--- src/rtl/fb_scanout_reader_if.sv ---
// -----------------------------------------------------------------------------
// fb_scanout_reader_if: raster timing, frame-buffer read port and RGB output bus
// Rev 1.0
// -----------------------------------------------------------------------------
`default_nettype none

interface fb_scanout_reader_if;
  logic        de_in;
  logic        hs_in;
  logic        vs_in;
  logic [1:0]  palette;
  logic [23:0] bgcolour;
  logic [12:0] fb_addr;
  logic [1:0]  fb_data;
  logic [23:0] rgb;
  logic        de_out;
  logic        hs_out;
  logic        vs_out;

  modport master (
    output de_in, hs_in, vs_in, palette, bgcolour, fb_data,
    input  fb_addr, rgb, de_out, hs_out, vs_out
  );

  modport slave (
    input  de_in, hs_in, vs_in, palette, bgcolour, fb_data,
    output fb_addr, rgb, de_out, hs_out, vs_out
  );
endinterface

`default_nettype wire

--- src/rtl/fb_scanout_reader.sv ---
// -----------------------------------------------------------------------------
// fb_scanout_reader: scales raster timing onto a 2bpp frame buffer, palette-maps to RGB
// Rev 1.0
// -----------------------------------------------------------------------------
`default_nettype none

module fb_scanout_reader #(
  parameter int H_SCALE  = 10,
  parameter int V_SCALE  = 11,
  parameter int V_OFFSET = 8,
  parameter int FB_W     = 128,
  parameter int FB_H     = 64
) (
  input  logic                 clk,
  input  logic                 rst_n,
  fb_scanout_reader_if.slave   bus
);

  localparam int XW  = $clog2(FB_W);
  localparam int AYW = $clog2(FB_H);
  localparam int YW  = $clog2(FB_H + 1);
  localparam int HW  = $clog2(H_SCALE);
  localparam int VW  = $clog2(V_SCALE);

  localparam logic [HW-1:0] H_LAST   = HW'(H_SCALE - 1);
  localparam logic [VW-1:0] V_LAST   = VW'(V_SCALE - 1);
  localparam logic [XW-1:0] X_LAST   = XW'(FB_W - 1);
  localparam logic [YW-1:0] Y_END    = YW'(FB_H);
  localparam logic [9:0]    LINE_OFF = 10'(V_OFFSET);
  localparam logic [9:0]    LINE_MAX = 10'd1023;

  logic          vs_q, de_q;
  logic [HW-1:0] h_sub;
  logic [XW-1:0] fb_x;
  logic [9:0]    line_cnt;
  logic [VW-1:0] v_sub;
  logic [YW-1:0] fb_y;
  logic [1:0]    pal_q;
  logic [23:0]   bg_q;
  logic [12:0]   addr_q;
  logic [1:0]    de_pipe, hs_pipe, vs_pipe, img_pipe;
  logic [23:0]   rgb_q;
  logic          de_o, hs_o, vs_o;

  logic          frame_start, de_fall, in_img;
  logic [7:0]    level;
  logic [23:0]   pal_rgb, rgb_next;

  assign frame_start = bus.vs_in & ~vs_q;
  assign de_fall     = de_q & ~bus.de_in;
  assign in_img      = (line_cnt >= LINE_OFF) && (fb_y < Y_END);

  always_ff @(posedge clk or negedge rst_n) begin
    if (!rst_n) begin
      vs_q <= 1'b0;
      de_q <= 1'b0;
    end else begin
      vs_q <= bus.vs_in;
      de_q <= bus.de_in;
    end
  end

  // Horizontal scaler: fb_x saturates so an overlong line repeats the last pixel.
  always_ff @(posedge clk or negedge rst_n) begin
    if (!rst_n) begin
      h_sub <= '0;
      fb_x  <= '0;
    end else if (!bus.de_in) begin
      h_sub <= '0;
      fb_x  <= '0;
    end else if (h_sub == H_LAST) begin
      h_sub <= '0;
      if (fb_x != X_LAST) fb_x <= fb_x + 1'b1;
    end else begin
      h_sub <= h_sub + 1'b1;
    end
  end

  // Frame start takes priority over an end-of-line in the same cycle.
  always_ff @(posedge clk or negedge rst_n) begin
    if (!rst_n) begin
      line_cnt <= '0;
      v_sub    <= '0;
      fb_y     <= '0;
      pal_q    <= '0;
      bg_q     <= '0;
    end else if (frame_start) begin
      line_cnt <= '0;
      v_sub    <= '0;
      fb_y     <= '0;
      pal_q    <= bus.palette;
      bg_q     <= bus.bgcolour;
    end else if (de_fall) begin
      if (line_cnt != LINE_MAX) line_cnt <= line_cnt + 10'd1;
      if (line_cnt >= LINE_OFF) begin
        if (v_sub == V_LAST) begin
          v_sub <= '0;
          if (fb_y != Y_END) fb_y <= fb_y + 1'b1;
        end else begin
          v_sub <= v_sub + 1'b1;
        end
      end
    end
  end

  always_ff @(posedge clk or negedge rst_n) begin
    if (!rst_n) begin
      addr_q   <= '0;
      de_pipe  <= '0;
      hs_pipe  <= '0;
      vs_pipe  <= '0;
      img_pipe <= '0;
      rgb_q    <= '0;
      de_o     <= 1'b0;
      hs_o     <= 1'b0;
      vs_o     <= 1'b0;
    end else begin
      if (in_img) addr_q <= {fb_y[AYW-1:0], fb_x};
      de_pipe  <= {de_pipe[0],  bus.de_in};
      hs_pipe  <= {hs_pipe[0],  bus.hs_in};
      vs_pipe  <= {vs_pipe[0],  bus.vs_in};
      img_pipe <= {img_pipe[0], in_img};
      rgb_q    <= rgb_next;
      de_o     <= de_pipe[1];
      hs_o     <= hs_pipe[1];
      vs_o     <= vs_pipe[1];
    end
  end

  // Index 0 always shows the frame's background colour.
  always_comb begin
    level    = 8'h00;
    pal_rgb  = 24'h000000;
    rgb_next = 24'h000000;
    case (bus.fb_data)
      2'd1:    level = 8'h55;
      2'd2:    level = 8'hAA;
      2'd3:    level = 8'hFF;
      default: level = 8'h00;
    endcase
    case (pal_q)
      2'd0:    pal_rgb = {level, level, level};
      2'd1:    pal_rgb = {level, 16'h0000};
      2'd2:    pal_rgb = {8'h00, level, 8'h00};
      default: pal_rgb = {16'h0000, level};
    endcase
    if (!de_pipe[1])
      rgb_next = 24'h000000;
    else if (!img_pipe[1] || (bus.fb_data == 2'd0))
      rgb_next = bg_q;
    else
      rgb_next = pal_rgb;
  end

  assign bus.fb_addr = addr_q;
  assign bus.rgb     = rgb_q;
  assign bus.de_out  = de_o;
  assign bus.hs_out  = hs_o;
  assign bus.vs_out  = vs_o;

endmodule

`default_nettype wire

--- src/flat_wrapper.sv ---
// flat-port wrapper written by rule: the top's interface ports become plain ports
module fb_scanout_reader_flat 
#(
  parameter int H_SCALE  = 10,
  parameter int V_SCALE  = 11,
  parameter int V_OFFSET = 8,
  parameter int FB_W     = 128,
  parameter int FB_H     = 64
)
  (clk, rst_n, bus_de_in, bus_hs_in, bus_vs_in, bus_palette, bus_bgcolour, bus_fb_data, bus_fb_addr, bus_rgb, bus_de_out, bus_hs_out, bus_vs_out);
  fb_scanout_reader_if bus_i ();
  input  logic clk;
  input  logic rst_n;
  input wire logic [$bits(bus_i.de_in)-1:0] bus_de_in;
  input wire logic [$bits(bus_i.hs_in)-1:0] bus_hs_in;
  input wire logic [$bits(bus_i.vs_in)-1:0] bus_vs_in;
  input wire logic [$bits(bus_i.palette)-1:0] bus_palette;
  input wire logic [$bits(bus_i.bgcolour)-1:0] bus_bgcolour;
  input wire logic [$bits(bus_i.fb_data)-1:0] bus_fb_data;
  output wire logic [$bits(bus_i.fb_addr)-1:0] bus_fb_addr;
  output wire logic [$bits(bus_i.rgb)-1:0] bus_rgb;
  output wire logic [$bits(bus_i.de_out)-1:0] bus_de_out;
  output wire logic [$bits(bus_i.hs_out)-1:0] bus_hs_out;
  output wire logic [$bits(bus_i.vs_out)-1:0] bus_vs_out;
  assign bus_i.de_in = bus_de_in;
  assign bus_i.hs_in = bus_hs_in;
  assign bus_i.vs_in = bus_vs_in;
  assign bus_i.palette = bus_palette;
  assign bus_i.bgcolour = bus_bgcolour;
  assign bus_i.fb_data = bus_fb_data;
  assign bus_fb_addr = bus_i.fb_addr;
  assign bus_rgb = bus_i.rgb;
  assign bus_de_out = bus_i.de_out;
  assign bus_hs_out = bus_i.hs_out;
  assign bus_vs_out = bus_i.vs_out;
  fb_scanout_reader #(.H_SCALE(H_SCALE), .V_SCALE(V_SCALE), .V_OFFSET(V_OFFSET), .FB_W(FB_W), .FB_H(FB_H)) u_core (.clk(clk), .rst_n(rst_n), .bus(bus_i));
endmodule
--- config.mk ---
export PLATFORM = sky130hd
export DESIGN_NAME = fb_scanout_reader_flat
export DESIGN_NICKNAME = d
export VERILOG_FILES = /design/src/rtl/fb_scanout_reader_if.sv /design/src/rtl/fb_scanout_reader.sv /design/src/flat_wrapper.sv
export SDC_FILE = /design/constraint.sdc
export NUM_CORES = 1
export LEC_CHECK = 0
export ABC_CLOCK_PERIOD_IN_PS = 1900
export CELL_PAD_IN_SITES_DETAIL_PLACEMENT = 1
export CELL_PAD_IN_SITES_GLOBAL_PLACEMENT = 2
export CORE_MARGIN = 2
export CORE_UTILIZATION = 34
export DETAILED_ROUTE_END_ITERATION = 8
export PLACE_DENSITY = 0.77
export SYNTH_ARGS = -nofsm -noshare
export SYNTH_HDL_FRONTEND = slang
export SYNTH_SLANG_ARGS = --single-unit
--- constraint.sdc ---
create_clock -name clk -period 1.9 [get_ports clk]
set_input_delay 0.38 -clock clk [delete_from_list [all_inputs] [get_ports clk]]
set_output_delay 0.38 -clock clk [all_outputs]
set_load 0.03 [all_outputs]
-- Yosys cells after proc, flatten, opt, wreduce, memory -nomap -nowiden
Index checks and enable logic that the tools add are counted.
- add/sub/neg operators: 5
- magnitude comparators: 2
- eq/ne operators: 12
- muxes and demuxes: 21
- bitwise gates (word level): 4
- reduce and logical (&&, ||, !) cells: 14
- operators by type and width (cell ; number):
    24-bit case mux with 3 select lines ; 1
    7-bit two-way mux ; 8
    24-bit two-way mux ; 2
    10-bit two-way mux ; 3
    4-bit two-way mux ; 6
    8-bit case mux with 3 select lines ; 1
    7-bit by 1-bit adder with 7-bit output, second input constant ; 2
    7-bit != test, second input constant ; 2
    10-bit by 1-bit adder with 10-bit output, second input constant ; 1
    10-bit by 4-bit greater-or-equal comparator with 1-bit output, second input constant ; 1
    10-bit != test, second input constant ; 1
    2-bit nonzero test ; 5
    4-bit by 1-bit adder with 4-bit output, second input constant ; 2
    4-bit == test, second input constant ; 2
    7-bit < comparator, second input constant ; 1
    2-bit == test, second input constant ; 3
    2-bit AND reduction ; 3
    2-bit by 1-bit == test with 1-bit output, second input constant ; 2
    2-bit logical NOT ; 2
    2-bit by 1-bit != test with 1-bit output, second input constant ; 2
    4-bit AND reduction ; 1
    1-bit bitwise AND ; 2
    1-bit inverter ; 2
    1-bit logical AND ; 1
    2 further kinds ; 2
- register bits after elaboration: 108
- input bits: 33
- output and inout bits: 40
- word-level logic and storage cells: 76

-- Longest topological paths before layout
- depth after elaboration: 6
- depth in mapped cells: 6
- mapped depth without buffers: 6

-- Worst setup path after synthesis
No wires, ideal clock.
- path kind: reg-to-reg
- from: register u_core.v_sub[0]
- to: register u_core.fb_y[6]
- setup time: 0.078 ns
- arrival: 1.591 ns
- data required time: 1.822 ns
- slack: 0.231 ns
- cell stages (with the launch flop): 7
- path buffers: 0
- clock period less this slack: 1.669 ns
- cell sequence: dfrtp_1 inv_1 ha_1 and3b_2 nand3_1 or4_1 a21oi_1
- word-level cells in the longest chain between the ends: 3
- RTL lines (what ; RTL line ; source):
    from (decl) ; fb_scanout_reader.sv:36 ; logic [VW-1:0] v_sub;
    from (signal assigned) ; fb_scanout_reader.sv:100 ; v_sub <= v_sub + 1'b1;
    4-bit == test ; fb_scanout_reader.sv:96 ; if (v_sub == V_LAST) begin
    2-bit nonzero test (no source line) ; - ;
    4-bit AND reduction (no source line) ; - ;
    to (signal assigned) ; fb_scanout_reader.sv:98 ; if (fb_y != Y_END) fb_y <= fb_y + 1'b1;
    to (decl) ; fb_scanout_reader.sv:37 ; logic [YW-1:0] fb_y;
No other way between the ends.
A chain may end at the register's enable or synchronous reset.

-- Worst setup path in the final report
Ends and elaborated chain as after synthesis.

==> flow_summary.toml <==
[synth]
synth_top_family_by_area = "simple AND/OR/NAND/NOR gates"
synth.distinct_cells = 47
synth_edf_count = 0
syn_area_sq_um = 4450
synth_compound_area_share_pct = 11.7
synthAdderAreaFrac_pct = 2.53
synth-xor-area-share_pct = 0.984
muxShareOfSynthArea_pct = 4.64
async_flop_share_pct = 100
seq_area_frac_synth_pct = 59.6
synthesis.nets = 458
synth_cells = 416
synth-simple-area-share_pct = 18.2
synth-main-ff-cell = "dfrtp_1"
synth_area_per_cell_sq_um = 10.7
yosysWarnings = 0
ys_ff_latch = 106

[clock_network]
clock_path_buffers = 2
root_buffer = "clkbuf_16"
cts_tree = "built"
path_clk_slew_ns = 0.07
cts-buffers-inserted = 9
htree_levels = 3
clock-sinks = 106
clkLatencyLatePin_ns = 0.35

[placed_design]
place_area_sq_um = 5550
portBuffers = 72
dpl.hpwl_mm = 7.67
gp_congestion = 0.761

[critical_path]
critical_path_required_ns = 2.18
path_class = "register to register"
path_max_fanout = 6
worstSetupStartpointType = "register"
arrival_ns = 2.09
end_kind = "register"

[run]
maxCapViolations = 0

[timing]
post-route-period-util_pct = 95.5
fin_crit_ns = 1.81
timing.final.max_slew_violations = 0
hold_viol = 0
hold_ws_ns = 0.349
fmax_mhz = 551
tightest_slew_ns = 0.570
finalClockSkew_ns = 0.00763
worst_slew_margin_rel_pct = 61.7
final.setup.tns_ns = 0
final-setup-viol-count = 0

[finish]
fin_util_pct = 46.4
diodes = 0
fin_nets = 550
drive_gt1_share_pct = 11.9
fin_area_sq_um = 5910
syn_to_final_growth_pct = 32.7

[pwr]
peakVddDrop_mv = 0.642
p_leak_nw = 2.66
powerDensity_nw_per_um2 = 832

[grt]
overflow = 0
track_usage_pct = 16.2
grt_pass1_vias = 3684
grt_pass1_wl_mm = 18.1
grt_max_degree = 46
antenna_found_initial = 0

[route]
drc = 0
viasPerCell = 4.92
vias = 3362
drt_iter0_markers = 96
drt_first_pass_iters = 4
routedWlPerCell_um = 15.8
postRouteAntennaNets = 0
finalWirelength_mm = 10.8

[min_path]
hold_path_class = "register to register"

[floorplanning]
fp-row-count = 41
dieArea_sq_um = 14000
die-height_um = 118
start_util_pct = 35.0
num_io_pins = 73
core_region_area_sq_um = 12700
die_x_um = 118

[outcome]
status = "complete, no violations"
[cell families (layout without fill, tap and decap cells)]
family / after synthesis / count (layout)
and+or+nand+nor: 177 / 177
DFF: 106 / 106
AOI/OAI and AO/OA: 74 / 74
buffers and inverters: 26 / 122
muxes: 19 / 19
adders and majority gates: 9 / 9
xor gates and xnor gates: 5 / 5
[through the flow]
| step | total power [W] | setup WS [ns] | std cells |
|---|---|---|---|
| 6_report | 0.00492 | 0.0864 | 684 |
| 5_1_grt | 0.00514 | -0.00462 | 684 |
| 4_1_cts | 0.00500 | 0.0322 | 683 |
| 3_5_place_dp | 0.00308 | -0.170 | 667 |
| 3_3_place_gp | 0.00306 | -0.113 | 667 |
| 2_1_floorplan | 0.00276 | 0.231 | 416 |
[path summary, 6_finish.rpt]
kind / slack [ns] / endpoint / startpoint / cells after the start
max reg2reg: 0.09 / u_core.fb_y[6] / u_core.v_sub[0] / 6
max in group asynchronous: 0.78 / u_core.bus.fb_addr[9] / rst_n / 3
min: 0.35 / u_core.bus.hs_out / u_core.hs_pipe[1] / 0
min reg2reg: 0.35 / u_core.bus.hs_out / u_core.hs_pipe[1] / 0
max: 0.09 / u_core.fb_y[6] / u_core.v_sub[0] / 6
min in group asynchronous: 0.52 / u_core.bus.hs_out / rst_n / 2
[critical path, cell delays in order, from the launching register on]
cell     delay, ns
dfrtp_1       0.42
inv_1         0.11
ha_2          0.20
and3b_2       0.25
nand3_4       0.12
or4_4         0.50
a21oi_1       0.15
[layer usage]
| metal | vias up | routed length, um | global-route usage (%) |
|---|---|---|---|
| met5 | - | 0 | 0 |
| met4 | 0 | 176 | 5.80 |
| met3 | 17 | 464 | 4.25 |
| met2 | 64 | 5420 | 28.3 |
| met1 | 1682 | 4760 | 19.3 |
| li1 | 1599 | - | - |
[cell type report]
cell class	count	area, sq um
Clock buffer	10	239
Clock inverter	5	63.8
Fill cell	1465	6820
Inverter	13	48.8
Multi-Input combinational cell	284	1740
Sequential cell	106	2650
Tap cell	172	215
Timing Repair Buffer	94	948
[placed cells by master, fill, tap and decap left out, types with 2 or more instances in the layout]
master and count:
mux2_2 13, o21ai_1 2, nand2_1 116, o21a_1 12, nand3b_1 2, nand4_1 5
inv_1 13, nor2_1 14, o31ai_1 4, nor3_1 3, mux2i_1 6, o41ai_1 4
o311ai_0 2, buf_12 5, clkdlybuf4s50_1 71, a21boi_0 17, ha_1 8, o21ai_0 6
buf_4 17, nor2b_1 5, a31oi_1 2, clkinvlp_4 3, or3_1 4, clkbuf_16 9
dfrtp_1 106, nand3_1 10, a21oi_1 13, o211ai_1 5, nor4_1 2, o21bai_1 2
nand2b_1 3, xnor2_1 4
[power by group]
group	internal [W]	total [W]	switching [W]
Clock	0.00106	0.00189	0.000833
Combinational	0.000250	0.000557	0.000307
Sequential	0.00239	0.00247	0.0000766
[registers in the layout, indices dropped and copies added, names as in the netlist]
name and count:
u_core.de_pipe 2, u_core.fb_y 7, u_core.line_cnt 10, u_core.bus.fb_addr 13, u_core.bus.de_out 1, u_core.bg_q 24
u_core.bus.hs_out 1, u_core.v_sub 4, u_core.vs_pipe 2, u_core.img_pipe 2, u_core.fb_x 7, u_core.h_sub 4
u_core.pal_q 2, u_core.hs_pipe 2, u_core.bus.vs_out 1, u_core.bus.rgb 24
[cells in the mapped netlist, types with 2 or more instances]
library cell    n  area [sq um]
o31ai_1         4          30.0
mux2i_1         6          60.1
o21ai_0         6          30.0
o21a_1         12          90.1
inv_1          13          48.8
nor4_1          2          12.5
o21ai_1         2          10.0
ha_1            9           113
nand3_1        11          55.1
or4_1           2          15.0
dfrtp_1       106          2650
nor2_1         14          52.6
a31oi_1         2          12.5
a21oi_1        13          65.1
o211ai_1        5          37.5
o311ai_0        2          17.5
o41ai_1         4          35.0
or3_1           4          25.0
o21bai_1        2          15.0
nand4_1         5          31.3
clkbuf_1        8          30.0
nor2b_1         6          37.5
nand2_1       116           435
buf_1           3          11.3
a21boi_0       17           128
nand2b_1        3          18.8
mux2_2         13           146
xnor2_1         4          35.0
nand3b_1        2          15.0
nor3_1          3          15.0
[what timing repair did]
action | in CTS | in global routing
endpoints found under the hold margin | 31 | 0
pin swaps | 0 | 1
endpoints found under the setup margin | 1 | 16
hold buffers | 1 | 0
setup buffers | 0 | 1
resized for setup | 1 | 5
(Power assumes the default switching activity.)
